**config.mk**
```make
export PLATFORM = sky130hd
export DESIGN_NAME = upsample_stage
export DESIGN_NICKNAME = d
export VERILOG_FILES = /design/src/rtl/upsample_stage.sv
export SDC_FILE = /design/constraint.sdc
export NUM_CORES = 1
export LEC_CHECK = 0
export CORE_ASPECT_RATIO = 0.6
export CORE_MARGIN = 1.5
export CORE_UTILIZATION = 30
export DETAILED_ROUTE_END_ITERATION = 8
export PLACE_DENSITY = 0.51
export SETUP_SLACK_MARGIN = 0.15
export SLEW_MARGIN = 40
export SYNTH_ARGS = -nofsm -noshare
export SYNTH_HDL_FRONTEND = slang
export SYNTH_SLANG_ARGS = --single-unit
```
**constraint.sdc**
```tcl
create_clock -name clk -period 2.6 [get_ports clk]
set_clock_uncertainty 0.1 [all_clocks]
set_input_delay 0.39 -clock clk [delete_from_list [all_inputs] [get_ports clk]]
set_output_delay 0.39 -clock clk [all_outputs]
set_load 0.01 [all_outputs]
```
**src/rtl/upsample_stage.sv**
```systemverilog
`default_nettype none
// ============================================================================
//  Module   : upsample_stage
//  Purpose  : Multi-lane integer-rate upsampler with zero-insert or
//             sample-and-hold fill and a registered valid/ready output.
//  Revision : 1.0 - initial release
// ============================================================================
module upsample_stage #(
    parameter int G_DWIDTH   = 24,
    parameter int G_NUM_CH   = 2,
    parameter int G_MAX_RATE = 16,
    parameter int G_RWIDTH   = 5
) (
    input  logic                         clk,
    input  logic                         reset,
    input  logic                         enable,
    input  logic [G_RWIDTH-1:0]          rate,
    input  logic                         mode,
    input  logic [G_NUM_CH*G_DWIDTH-1:0] din,
    input  logic                         din_valid,
    output logic                         din_ready,
    output logic [G_NUM_CH*G_DWIDTH-1:0] dout,
    output logic                         dout_valid,
    output logic                         dout_first,
    input  logic                         dout_ready
);

    localparam int C_W = G_NUM_CH * G_DWIDTH;

    localparam logic [G_RWIDTH-1:0] C_ONE      = G_RWIDTH'(1);
    localparam logic [G_RWIDTH-1:0] C_TWO      = G_RWIDTH'(2);
    localparam logic [G_RWIDTH-1:0] C_MAX_RATE = G_RWIDTH'(G_MAX_RATE);

    localparam logic [1:0] SM_IDLE = 2'd0;
    localparam logic [1:0] SM_DATA = 2'd1;
    localparam logic [1:0] SM_FILL = 2'd2;

    logic [1:0]          state_q,  state_d;
    logic [C_W-1:0]      dout_q,   dout_d;
    logic                valid_q,  valid_d;
    logic                first_q,  first_d;
    logic [C_W-1:0]      hold_q,   hold_d;
    logic [G_RWIDTH-1:0] rate_l_q, rate_l_d;
    logic                mode_l_q, mode_l_d;
    logic [G_RWIDTH-1:0] cnt_q,    cnt_d;

    logic                w_load_ok;
    logic                w_accept;
    logic [G_RWIDTH-1:0] w_eff;

    assign w_load_ok = !valid_q || dout_ready;
    assign din_ready = (state_q == SM_DATA) && w_load_ok;
    assign w_accept  = din_valid && din_ready;

    // Rates 0 and 1 both mean passthrough; anything above the maximum saturates.
    always_comb begin
        w_eff = rate;
        if (rate < C_TWO) begin
            w_eff = C_ONE;
        end else if (rate > C_MAX_RATE) begin
            w_eff = C_MAX_RATE;
        end
    end

    always_comb begin
        state_d  = state_q;
        dout_d   = dout_q;
        valid_d  = valid_q;
        first_d  = first_q;
        hold_d   = hold_q;
        rate_l_d = rate_l_q;
        mode_l_d = mode_l_q;
        cnt_d    = cnt_q;

        case (state_q)
            SM_IDLE: begin
                state_d = SM_DATA;
            end
            SM_DATA: begin
                if (w_accept) begin
                    dout_d   = din;
                    first_d  = 1'b1;
                    valid_d  = 1'b1;
                    hold_d   = din;
                    rate_l_d = w_eff;
                    mode_l_d = mode;
                    cnt_d    = C_ONE;
                    if (w_eff > C_ONE) begin
                        state_d = SM_FILL;
                    end
                end else if (w_load_ok) begin
                    valid_d = 1'b0;
                end
            end
            SM_FILL: begin
                if (w_load_ok) begin
                    dout_d  = mode_l_q ? hold_q : '0;
                    first_d = 1'b0;
                    valid_d = 1'b1;
                    if (cnt_q == rate_l_q - C_ONE) begin
                        state_d = SM_DATA;
                    end else begin
                        cnt_d = cnt_q + C_ONE;
                    end
                end
            end
            default: begin
                state_d = SM_IDLE;
            end
        endcase
    end

    // Dropping enable behaves exactly like reset and discards any partial burst.
    always_ff @(posedge clk) begin
        if (reset || !enable) begin
            state_q  <= SM_IDLE;
            dout_q   <= '0;
            valid_q  <= 1'b0;
            first_q  <= 1'b0;
            hold_q   <= '0;
            rate_l_q <= '0;
            mode_l_q <= 1'b0;
            cnt_q    <= '0;
        end else begin
            state_q  <= state_d;
            dout_q   <= dout_d;
            valid_q  <= valid_d;
            first_q  <= first_d;
            hold_q   <= hold_d;
            rate_l_q <= rate_l_d;
            mode_l_q <= mode_l_d;
            cnt_q    <= cnt_d;
        end
    end

    assign dout       = dout_q;
    assign dout_valid = valid_q;
    assign dout_first = first_q;

endmodule
`default_nettype wire

```
Word level (Yosys, flattened, before mapping)
Index checks and enable logic that the tools add are counted.
- register bits: 111
- bits of input ports: 59
- output and inout port bits: 51
- word-level logic and storage cells: 56
- $add $sub $neg: 2
- $lt $le $gt $ge: 3
- equal/unequal tests: 9
- multiplexer cells: 21
- reductions and logical operators: 13
- operators by type and width (cell ; number):
    $mux 48 ; 3
    $pmux 48 s2 ; 1
    $mux 5 ; 5
    $pmux 5 s2 ; 1
    $mux 2 ; 4
    $ne 2x2->1 const B ; 4
    $reduce_and 4->1 ; 2
    $pmux 2 s3 ; 1
    $reduce_and 3->1 ; 2
    $add 5x1->5 const B ; 1
    $eq 5x5->1 ; 1
    $gt 5x1->1 const B ; 1
    $gt 5x5->1 const B ; 1
    $lt 5x2->1 const B ; 1
    $sub 5x1->5 const B ; 1
    $mux 1 ; 4
    $pmux 1 s2 ; 2
    $ne 3x3->1 const B ; 1
    $eq 2x1->1 const B ; 1
    $eq 2x2->1 const B ; 1
    $logic_and 1x1->1 ; 2
    $logic_not 1->1 ; 2
    $logic_not 2->1 ; 1
    $logic_or 1x1->1 ; 2
    3 further kinds ; 3

Logic depth before layout (Yosys ltp)
Gate-level depths: netlist of the first run.
- depth in word-level cells: 7
- depth in mapped cells: 8

Worst setup path before layout of the first run
OpenSTA, ideal clock, no wires.
- path kind: register -> register
- start: reg rate_l_q[0]
- end: reg state_q[0]
- setup time: 0.070 ns
- data arrival time: 1.691 ns
- data required time: 2.430 ns
- setup slack: 0.739 ns
- cell stages (with the launch flop): 8
- path buffers: 0
- period minus slack after synthesis: 1.861 ns
- path through: dfxtp_1 > inv_1 > ha_1 > xnor2_1 > a211oi_1 > o311ai_2 > a211o_1 > a21oi_1
- longest elaborated chain between the ends: 4
- ends and longest elaborated chain (item ; RTL line ; text):
    start, declared ; 43 ; logic [G_RWIDTH-1:0] rate_l_q, rate_l_d;
    start signal, assigned ; 130 ; rate_l_q <= rate_l_d;
    $sub 5x1->5 ; 100 ; if (cnt_q == rate_l_q - C_ONE) begin
    $eq 5x5->1 ; 100 ;
    $ne 2x2->1 (no line) ; - ;
    $reduce_and 4->1 (no line) ; - ;
    end signal, assigned ; 125 ; state_q <= state_d;
    end, declared ; 38 ; logic [1:0] state_q, state_d;
No other way between the ends.
A chain may end at the register's enable or synchronous reset.

Worst setup path in the final report of the first run
- start: reg state_q[0]
- end: out din_ready
- longest elaborated chain between the ends: 2
- ends and longest elaborated chain (item ; RTL line ; text):
    $eq 2x1->1 ; 52 ; assign din_ready = (state_q == SM_DATA) && w_load_ok;
    $logic_and 1x1->1 ; 52 ;
    end, declared ; 21 ; output logic din_ready,
No other way between the ends.

==> results of run 1 <==
layer usage:
metal,GRT usage (%),wire (microns),vias to the layer above
met5,0,0,-
met4,4.64,128,0
met3,3.88,852,14
met2,24.1,5570,116
met1,25.6,7260,2093
li1,-,-,2217
report_power, final:
part	internal (mW)	switching [mW]	leakage (nW)
sequential	1.75	0.0373	0.899
clock	0.689	0.657	0.138
combinational	0.235	0.260	1.06
state kept, by name, summed over array words and instances (netlist names):
name and count:
dout_first 1, cnt_q 5, hold_q 48, dout_valid 1, state_q 2, rate_l_q 5
dout 48, mode_l_q 1
path summary, 6_finish.rpt:
check | end | cells after the start | from
max | din_ready | 3 | state_q[0]$_SDFFE_PP0P_
min | hold_q[34]$_SDFFE_PP0P_ | 2 | hold_q[34]$_SDFFE_PP0P_
max reg2reg | hold_q[39]$_SDFFE_PP0P_ | 6 | state_q[0]$_SDFFE_PP0P_
min reg2reg | hold_q[34]$_SDFFE_PP0P_ | 2 | hold_q[34]$_SDFFE_PP0P_
worst max-delay path, stage by stage (launching register included):
cell	delay (ps)
dfxtp_1	660
nand2b_4	140
nor2_1	150
clkdlybuf4s50_1	580
kinds of logic (layout without fill, tap and decap cells):
logic type	after synthesis	after routing	share of synthesized area [%]
muxes	5	5	1.08
adders and majority gates	2	2	0.529
DFF	111	111	47.0
AOI/OAI and AO/OA	120	120	17.6
and+or+nand+nor	293	293	26.8
xor gates and xnor gates	7	7	1.46
buffers and inverters	59	140	5.48
final cells by class:
| class | instances | share of cell area, % |
|---|---|---|
| well taps | 203 | 4.04 |
| clock inverters | 5 | 0.657 |
| flip-flops and latches | 111 | 35.4 |
| repair buffers | 121 | 19.8 |
| inverters | 3 | 0.179 |
| clock buffers | 11 | 3.86 |
| multi-input cells | 427 | 36.1 |
layout by cell type (no fill, tap or decap), types with 5 or more instances in the layout:
master,n
dfxtp_1,110
nor3_1,5
a311oi_1,48
a21oi_1,58
buf_12,5
nand2_1,152
nand3_1,54
nor2_1,54
clkbuf_16,9
clkdlybuf4s50_1,109
buf_4,7
==> impl_metrics.tcl, run 1 <==
set metrics [dict create \
    ys_ff_latch 111 \
    drcViolationCount 0 \
    start_kind "flip-flop" \
    boundaryPins 110 \
    synth_top_cell_by_area "dfxtp_1" \
    post_cts_resize_count 0 \
    min_period_ps 2360 \
    postLayoutSetupSlackWorst_ps 244 \
    cp.required_ps 2110 \
    gp_congestion 0.754 \
    rows 35 \
    die_h_microns 100 \
    dieArea_sq_mm 0.0165 \
    yosysSeqAreaShare_pct 47.0 \
    setup_viol 0 \
    drt_wl_total_mm 13.8 \
    cts_made_buffers 9 \
    rrSetupSlack_ps 510 \
    antenna_left 0 \
    hp-class "flip-flop to flip-flop" \
    slew_viol_final 0 \
    post_cts_buffers 0 \
    cp_max_fo 11 \
    ys.flop_type "dfxtp_1" \
    drt_first_pass_iters 5 \
    synth_top_area_share_pct 47.0 \
    cts-root-buf "clkbuf_16" \
    async_reset_ff_share_pct 0 \
    synth_area_leaders "dfxtp_1, nand2_1, a311oi_1" \
    dpl_cell_area_sq_mm 0.00600 \
    worst_ep_arrival_time_ps 1870 \
    tightest_slew_ps 670 \
    power.total_mw 3.62 \
    setup_tns_ps 0 \
    period_share_pct 90.6 \
    p_leak_nw 2.10 \
    register_area_sq_mm 0.00222 \
    synth_most_common_cell "nand2_1" \
    synth_cell_types 41 \
    dieWidth_microns 165 \
    core_sq_mm 0.0154 \
    multiInputGateArea_sq_mm 0.00227 \
    yosys_warnings 0 \
    synth_edf_count 0 \
    via_per_inst 5.04 \
    grt_start_max_net_pins 60 \
    synth.top_cells.by_count "nand2_1, dfxtp_1, a21oi_1" \
    clk_latency_ps 350 \
    drive_above_1_share_pct 5.75 \
    grt_first_pass_wirelength_mm 22.2 \
    clk_pin_slew_worst_paths_ps 70 \
    cts_tree "built" \
    nFillCells 1543 \
    fin_cells 881 \
    grtUsageTotal_pct 17.1 \
    p_per_area_mw_per_mm2 576 \
    syn-num-nets 658 \
    first_global_vias 4257 \
    dpl_worst_slack_ps 276 \
    clock.fmax_ghz 0.424 \
    outcome "complete, no violations" \
    final_area_sq_mm 0.00629 \
    n_antenna_cell 0 \
    h-tree-depth 3 \
    syn_area_sq_mm 0.00473 \
    drt_iter0_drc 293 \
    maxCapViolCount 0 \
    max_slew_margin_pct 55.2 \
    num_vias 4440 \
    worstSetupPathType "flip-flop to output port" \
    initial_core_util_pct 30.8 \
    cts_hold_buf 0 \
    synth_cells 597 \
    io_buffer_count 109 \
    post-dp-hpwl_mm 9.19 \
    rsz0062_at_grt "no" \
    hold_viol_final 0 \
    clock_sinks 111 \
    drt-wirelength-per-cell_microns 15.7 \
    end_kind "output port" \
    hold_ws_ps 356 \
    max-vdd-ir-drop_mv 0.344 \
    syn2layout_area_growth_pct 33.0 \
    grt_overflow 0 \
    ctsLongestPathBuffers 2 \
    avgSynthCellArea_sq_um 7.92 \
    antenna_found_initial 0 \
    placed_cells 865 \
    final_core_util_pct 40.9 \
    nets 734 \
]
(Power assumes the default switching activity.)
==> run 2: changes to the inputs <==
- SLEW_MARGIN: 40 -> 20
- clock period: 2.6 -> 2.9 ns (I/O delays scaled with it)
==> run 2 against run 1 <==
  * Final cell count shrank 0.34%
  * Register-to-register slack gained 120 ps
  * Global-route usage grew 0.19 points
  * Power shrank 12%
  * Critical path depth is the same
  * Hold slack is essentially flat
  * Via count is essentially flat
  * First-iteration DRC count shrank 7.5%
  * Sequential share of layout area grew 0.38 points
  * Setup slack gained 250 ps
  * Cell area shrank 1.1%
  * Core utilization shrank 0.43 points
==> impl_metrics.tcl, run 2 (synthesis gave the netlist of run 1 again) <==
set metrics [dict create \
    outcome "complete, no violations" \
    cts_hold_buf 0 \
    hold_depth 2 \
    met2_wirelength_mm 5.67 \
    syn2layout_area_growth_pct 31.6 \
    reg2reg_depth 6 \
    n_antenna_cell 0 \
    drt_first_pass_iters 4 \
    dieWidth_microns 165 \
    rows 35 \
    drt-wirelength-per-cell_microns 15.7 \
    nFillCells 1527 \
    register_area_sq_mm 0.00222 \
    h-tree-depth 3 \
    clkPwrFrac_pct 36.4 \
    via_per_inst 5.06 \
    p_per_area_mw_per_mm2 514 \
    clock_sinks 111 \
    drt_iter0_drc 271 \
    rsz0062_at_grt "no" \
    boundaryPins 110 \
    setup_tns_ps 0 \
    holdPathEnd "hold_q[27]$_SDFFE_PP0P_" \
    worst_ep_arrival_time_ps 1870 \
    max_slew_margin_pct 28.3 \
    num_vias 4443 \
    cts_made_buffers 9 \
    cp.required_ps 2370 \
    initial_core_util_pct 30.8 \
    final_common_cell "nand2_1" \
    core_sq_mm 0.0154 \
    dieArea_sq_mm 0.0165 \
    min_period_ps 2410 \
    grt_overflow 0 \
    period_share_pct 83.0 \
    clk_pin_slew_worst_paths_ps 80 \
    highest_layer "met4" \
    grt_start_max_net_pins 59 \
    die_h_microns 100 \
    maxCapViolCount 0 \
    antenna_found_initial 0 \
    drive_above_1_share_pct 5.33 \
    gp_congestion 0.754 \
    grt_first_pass_wirelength_mm 22.3 \
    rrSetupSlack_ps 630 \
    multiInputGateArea_sq_mm 0.00227 \
    cp_max_fo 11 \
    p_comb_share_pct 13.6 \
    ctsLongestPathBuffers 2 \
    hold_start "hold_q[27]$_SDFFE_PP0P_" \
    r2r_start "state_q[0]$_SDFFE_PP0P_" \
    clk_latency_ps 340 \
    first_global_vias 4209 \
    cts-root-buf "clkbuf_16" \
    hold_viol_final 0 \
    switching_share_pct 26.3 \
    post-dp-hpwl_mm 8.88 \
    final_cell_mix "nand2_1, dfxtp_1, clkdlybuf4s50_1" \
    cellInternalPower_mw 2.36 \
    grtUsageTotal_pct 17.3 \
    drt_wl_total_mm 13.8 \
    max-vdd-ir-drop_mv 0.249 \
    end_kind "output port" \
    clock.fmax_ghz 0.416 \
    setup_viol 0 \
    tightest_slew_ps 1080 \
    antenna_left 0 \
    hold_ws_ps 356 \
    met1Wirelength_mm 7.07 \
    post_cts_buffers 0 \
    start_kind "flip-flop" \
    drcViolationCount 0 \
    cts_tree "built" \
    sequentialPowerShare_pct 50.1 \
    dr_wl_met3_microns 950 \
    io_buffer_count 109 \
    nets 732 \
    p_switching_mw 0.842 \
    post_cts_resize_count 0 \
    p_leak_nw 2.06 \
    worstSetupPathType "flip-flop to output port" \
    worstReg2RegEnd "rate_l_q[3]$_SDFFE_PP0P_" \
    hp-class "flip-flop to flip-flop" \
    slew_viol_final 0 \
]
[run 2: cell count changes in the layout (fill, tap and decap cells not counted), sizes merged]
cell	delta
clkinv	-1
clkinvlp	+1
clkbuf	-1
buf	-2
[run 2: routing by layer]
layer  vias to the layer above  GRT usage (%)
li1                       2216              -
met1                      2083           26.1
met2                       137           24.8
met3                         7           3.72
met4                         0           3.81
met5                         -              0
[run 2: area by class of cell]
class	instances	area share (%)
inverter	3	0.181
sequential	111	35.7
clock inverter	5	0.664
clock buffer	10	3.68
multi-input combinational	427	36.5
timing repair buffer	119	19.1
tap	203	4.08
[run 2: worst max path at each step]
stage               slack, ps                     start                        to  cells past startpoint
floorplan                1040  rate_l_q[0]$_SDFFE_PP0P_   state_q[0]$_SDFFE_PP0P_                      7
global placement          390                dout_ready  rate_l_q[1]$_SDFFE_PP0P_                      7
detailed placement        350                dout_ready  rate_l_q[3]$_SDFFE_PP0P_                      7
CTS                       500   state_q[0]$_SDFFE_PP0P_                 din_ready                      3
global route              390   state_q[0]$_SDFFE_PP0P_                 din_ready                      3
finish                    490   state_q[0]$_SDFFE_PP0P_                 din_ready                      3
[run 2: critical path, stage by stage (launching register included)]
cell	delay, ps
dfxtp_1	640
nand2b_4	130
nor2_1	180
clkdlybuf4s50_1	570
[run 2: stage by stage]
step / util (%) / power [mW] / area, sq um / setup slack (ps) / std cells
final: 40.5 / 3.20 / 6220 / 494 / 878
after global routing: 40.5 / 3.35 / 6220 / 391 / 878
after CTS: 40.5 / 3.24 / 6220 / 500 / 878
after detailed placement: 38.7 / 2.08 / 5950 / 346 / 863
after global placement: 38.7 / 2.07 / 5950 / 387 / 863
after floorplan: - / 1.85 / 4730 / 1040 / 597
[run 2: power by group through the flow]
stage	Combinational, mW	Sequential [mW]	Clock [mW]
floorplan	0.212	1.64	0
global placement	0.432	1.64	0
detailed placement	0.438	1.64	0
CTS	0.440	1.60	1.19
global route	0.480	1.61	1.27
finish	0.435	1.60	1.16
==> run 3: changes to the inputs <==
- clock period: 2.9 -> 2.4 ns (I/O delays scaled with it)
==> run 3 against run 2 <==
  * Power is 24% higher
  * Combinational power is 25% higher
  * Non-clock buffer count is 5 higher
  * Register-to-register slack worse by 320 ps
  * Sequential share of layout area is 0.63 points lower
  * Critical path depth is 1 higher
  * Clock power is 28% higher
  * Hold slack hardly changed
  * Via count is 0.25% higher
  * Cell area is 2.0% higher
  * Critical endpoint unchanged
  * Highest routed layer unchanged
  * Global-route usage is 0.26 points lower
==> impl_metrics.tcl, run 3 (synthesis gave the netlist of run 1 again) <==
set metrics [dict create \
    period_share_pct 90.2 \
    post_cts_buffers 0 \
    maxCapViolCount 0 \
    cp_max_fo 4 \
    grt_overflow 0 \
    start_kind "primary input" \
    clock.fmax_ghz 0.462 \
    syn2layout_area_growth_pct 34.2 \
    clk_latency_ps 350 \
    hold_start "hold_q[3]$_SDFFE_PP0P_" \
    cpLargestDelayFamily "buffers and inverters" \
    worstSetupPathType "primary input to output port" \
    drt-wirelength-per-cell_microns 15.5 \
    drt_iter0_drc 270 \
    via_per_inst 5.04 \
    min_period_ps 2160 \
    antenna_found_initial 0 \
    slew_viol_final 0 \
    grt_start_max_net_pins 61 \
    die_h_microns 100 \
    hp-class "flip-flop to flip-flop" \
    tightest_slew_ps 590 \
    nets 737 \
    r2r_start "rate_l_q[0]$_SDFFE_PP0P_" \
    p_switching_mw 1.05 \
    cts_tree "built" \
    setup_tns_ps 0 \
    end_kind "output port" \
    cp.required_ps 1940 \
    final_core_util_pct 41.3 \
    final_cell_mix "nand2_1, dfxtp_1, clkdlybuf4s50_1" \
    worst_ep_arrival_time_ps 1700 \
    cellInternalPower_mw 2.91 \
    max-vdd-ir-drop_mv 0.339 \
    cp_cell_sequence "clkdlybuf4s50_1, nor2b_1, nor2_1, clkdlybuf4s50_1" \
    final_common_cell "nand2_1" \
    reg2reg_depth 7 \
    dpl_cell_area_sq_mm 0.00605 \
    final_area_sq_mm 0.00634 \
    clk_pin_slew_worst_paths_ps 80 \
    critical-path-slowest-cell "clkdlybuf4s50_1" \
    outcome "complete, no violations" \
    ctsLongestPathBuffers 2 \
    clock_sinks 111 \
    boundaryPins 110 \
    switching_share_pct 26.5 \
    n_antenna_cell 0 \
    drt_wl_total_mm 13.7 \
    hold_viol_final 0 \
    setup_viol 0 \
    first_global_vias 4151 \
    num_vias 4454 \
    dieWidth_microns 165 \
    gp_congestion 0.740 \
    drt_first_pass_iters 4 \
    p_per_area_mw_per_mm2 623 \
    rsz0062_at_grt "no" \
    dieArea_sq_mm 0.0165 \
    rows 35 \
    clkPwrFrac_pct 37.4 \
    drcViolationCount 0 \
    cts-root-buf "clkbuf_16" \
    cp.depth 4 \
    grt_first_pass_wirelength_mm 22.0 \
    crit_start "dout_ready" \
    antenna_left 0 \
    critical_path.most_common_cell "clkdlybuf4s50_1" \
    hold_depth 2 \
    io_buffer_count 109 \
    cts_made_buffers 9 \
    p_comb_share_pct 13.7 \
    drive_above_1_share_pct 6.31 \
    slowest_delay_ps 570 \
    p_leak_nw 2.13 \
    sequentialPowerShare_pct 48.8 \
    grtUsageTotal_pct 17.0 \
    h-tree-depth 3 \
    max_slew_margin_pct 60.6 \
    post-dp-hpwl_mm 8.96 \
    core_sq_mm 0.0154 \
    initial_core_util_pct 30.8 \
    cts_hold_buf 0 \
    crit_buf_inv 2 \
]
[run 3: changes by cell type in the layout (fill, tap and decap cells not counted)]
cell	before	now
clkbuf_8	0	1
clkinv_4	1	2
inv_8	0	1
buf_12	2	7
clkinvlp_4	2	0
dfxtp_1	110	109
dfxtp_4	0	1
[run 3: layer usage]
layer	part of all wire, %	vias up	track usage [%]
met5	0	-	0
met4	0.24	0	3.81
met3	6.2	2	3.68
met2	40	122	23.8
met1	54	2101	26.1
li1	-	2229	-
[run 3: power groups by stage]
stage / Combinational, mW / Sequential (mW) / Clock [mW]
4_1_cts: 0.548 / 1.93 / 1.53
5_1_grt: 0.600 / 1.94 / 1.61
6_report: 0.543 / 1.93 / 1.48
2_1_floorplan: 0.256 / 1.98 / 0
3_5_place_dp: 0.545 / 1.98 / 0
3_3_place_gp: 0.541 / 1.97 / 0
[run 3: tightest hold or removal path: stages, from the launching register on]
cell     delay [ps]
dfxtp_1         310
nand2_1          50
a21oi_1          50
[run 3: layout make-up]
| class | count | area [sq um] |
|---|---|---|
| multi-input combinational | 427 | 2270 |
| sequential | 111 | 2230 |
| tap | 203 | 254 |
| timing repair buffer | 124 | 1290 |
| clock buffer | 11 | 243 |
| fill | 1533 | 9030 |
| clock inverter | 5 | 46.3 |
| inverter | 3 | 11.3 |
[run 3: path summary, 6_finish.rpt]
kind | endpoint | slack [ps]
setup / recovery | din_ready | 240
hold / removal | hold_q[3]$_SDFFE_PP0P_ | 360
hold reg to reg | hold_q[3]$_SDFFE_PP0P_ | 360
setup reg to reg | state_q[0]$_SDFFE_PP0P_ | 310
[run 3: repair_timing]
| item | CTS | global route |
|---|---|---|
| gates resized for setup | 1 | 1 |
| pin swaps | 0 | 0 |
| setup endpoints to repair | 1 | 1 |
[run 3: stage by stage]
step           cells  hold slack (ps)  total power [mW]  setup slack, ps
2_1_floorplan    597              337              2.23              539
3_3_place_gp     868              341              2.51              199
3_5_place_dp     868              347              2.52              177
4_1_cts          884              357              4.01              255
5_1_grt          884              373              4.15              139
6_report         884              356              3.95              236
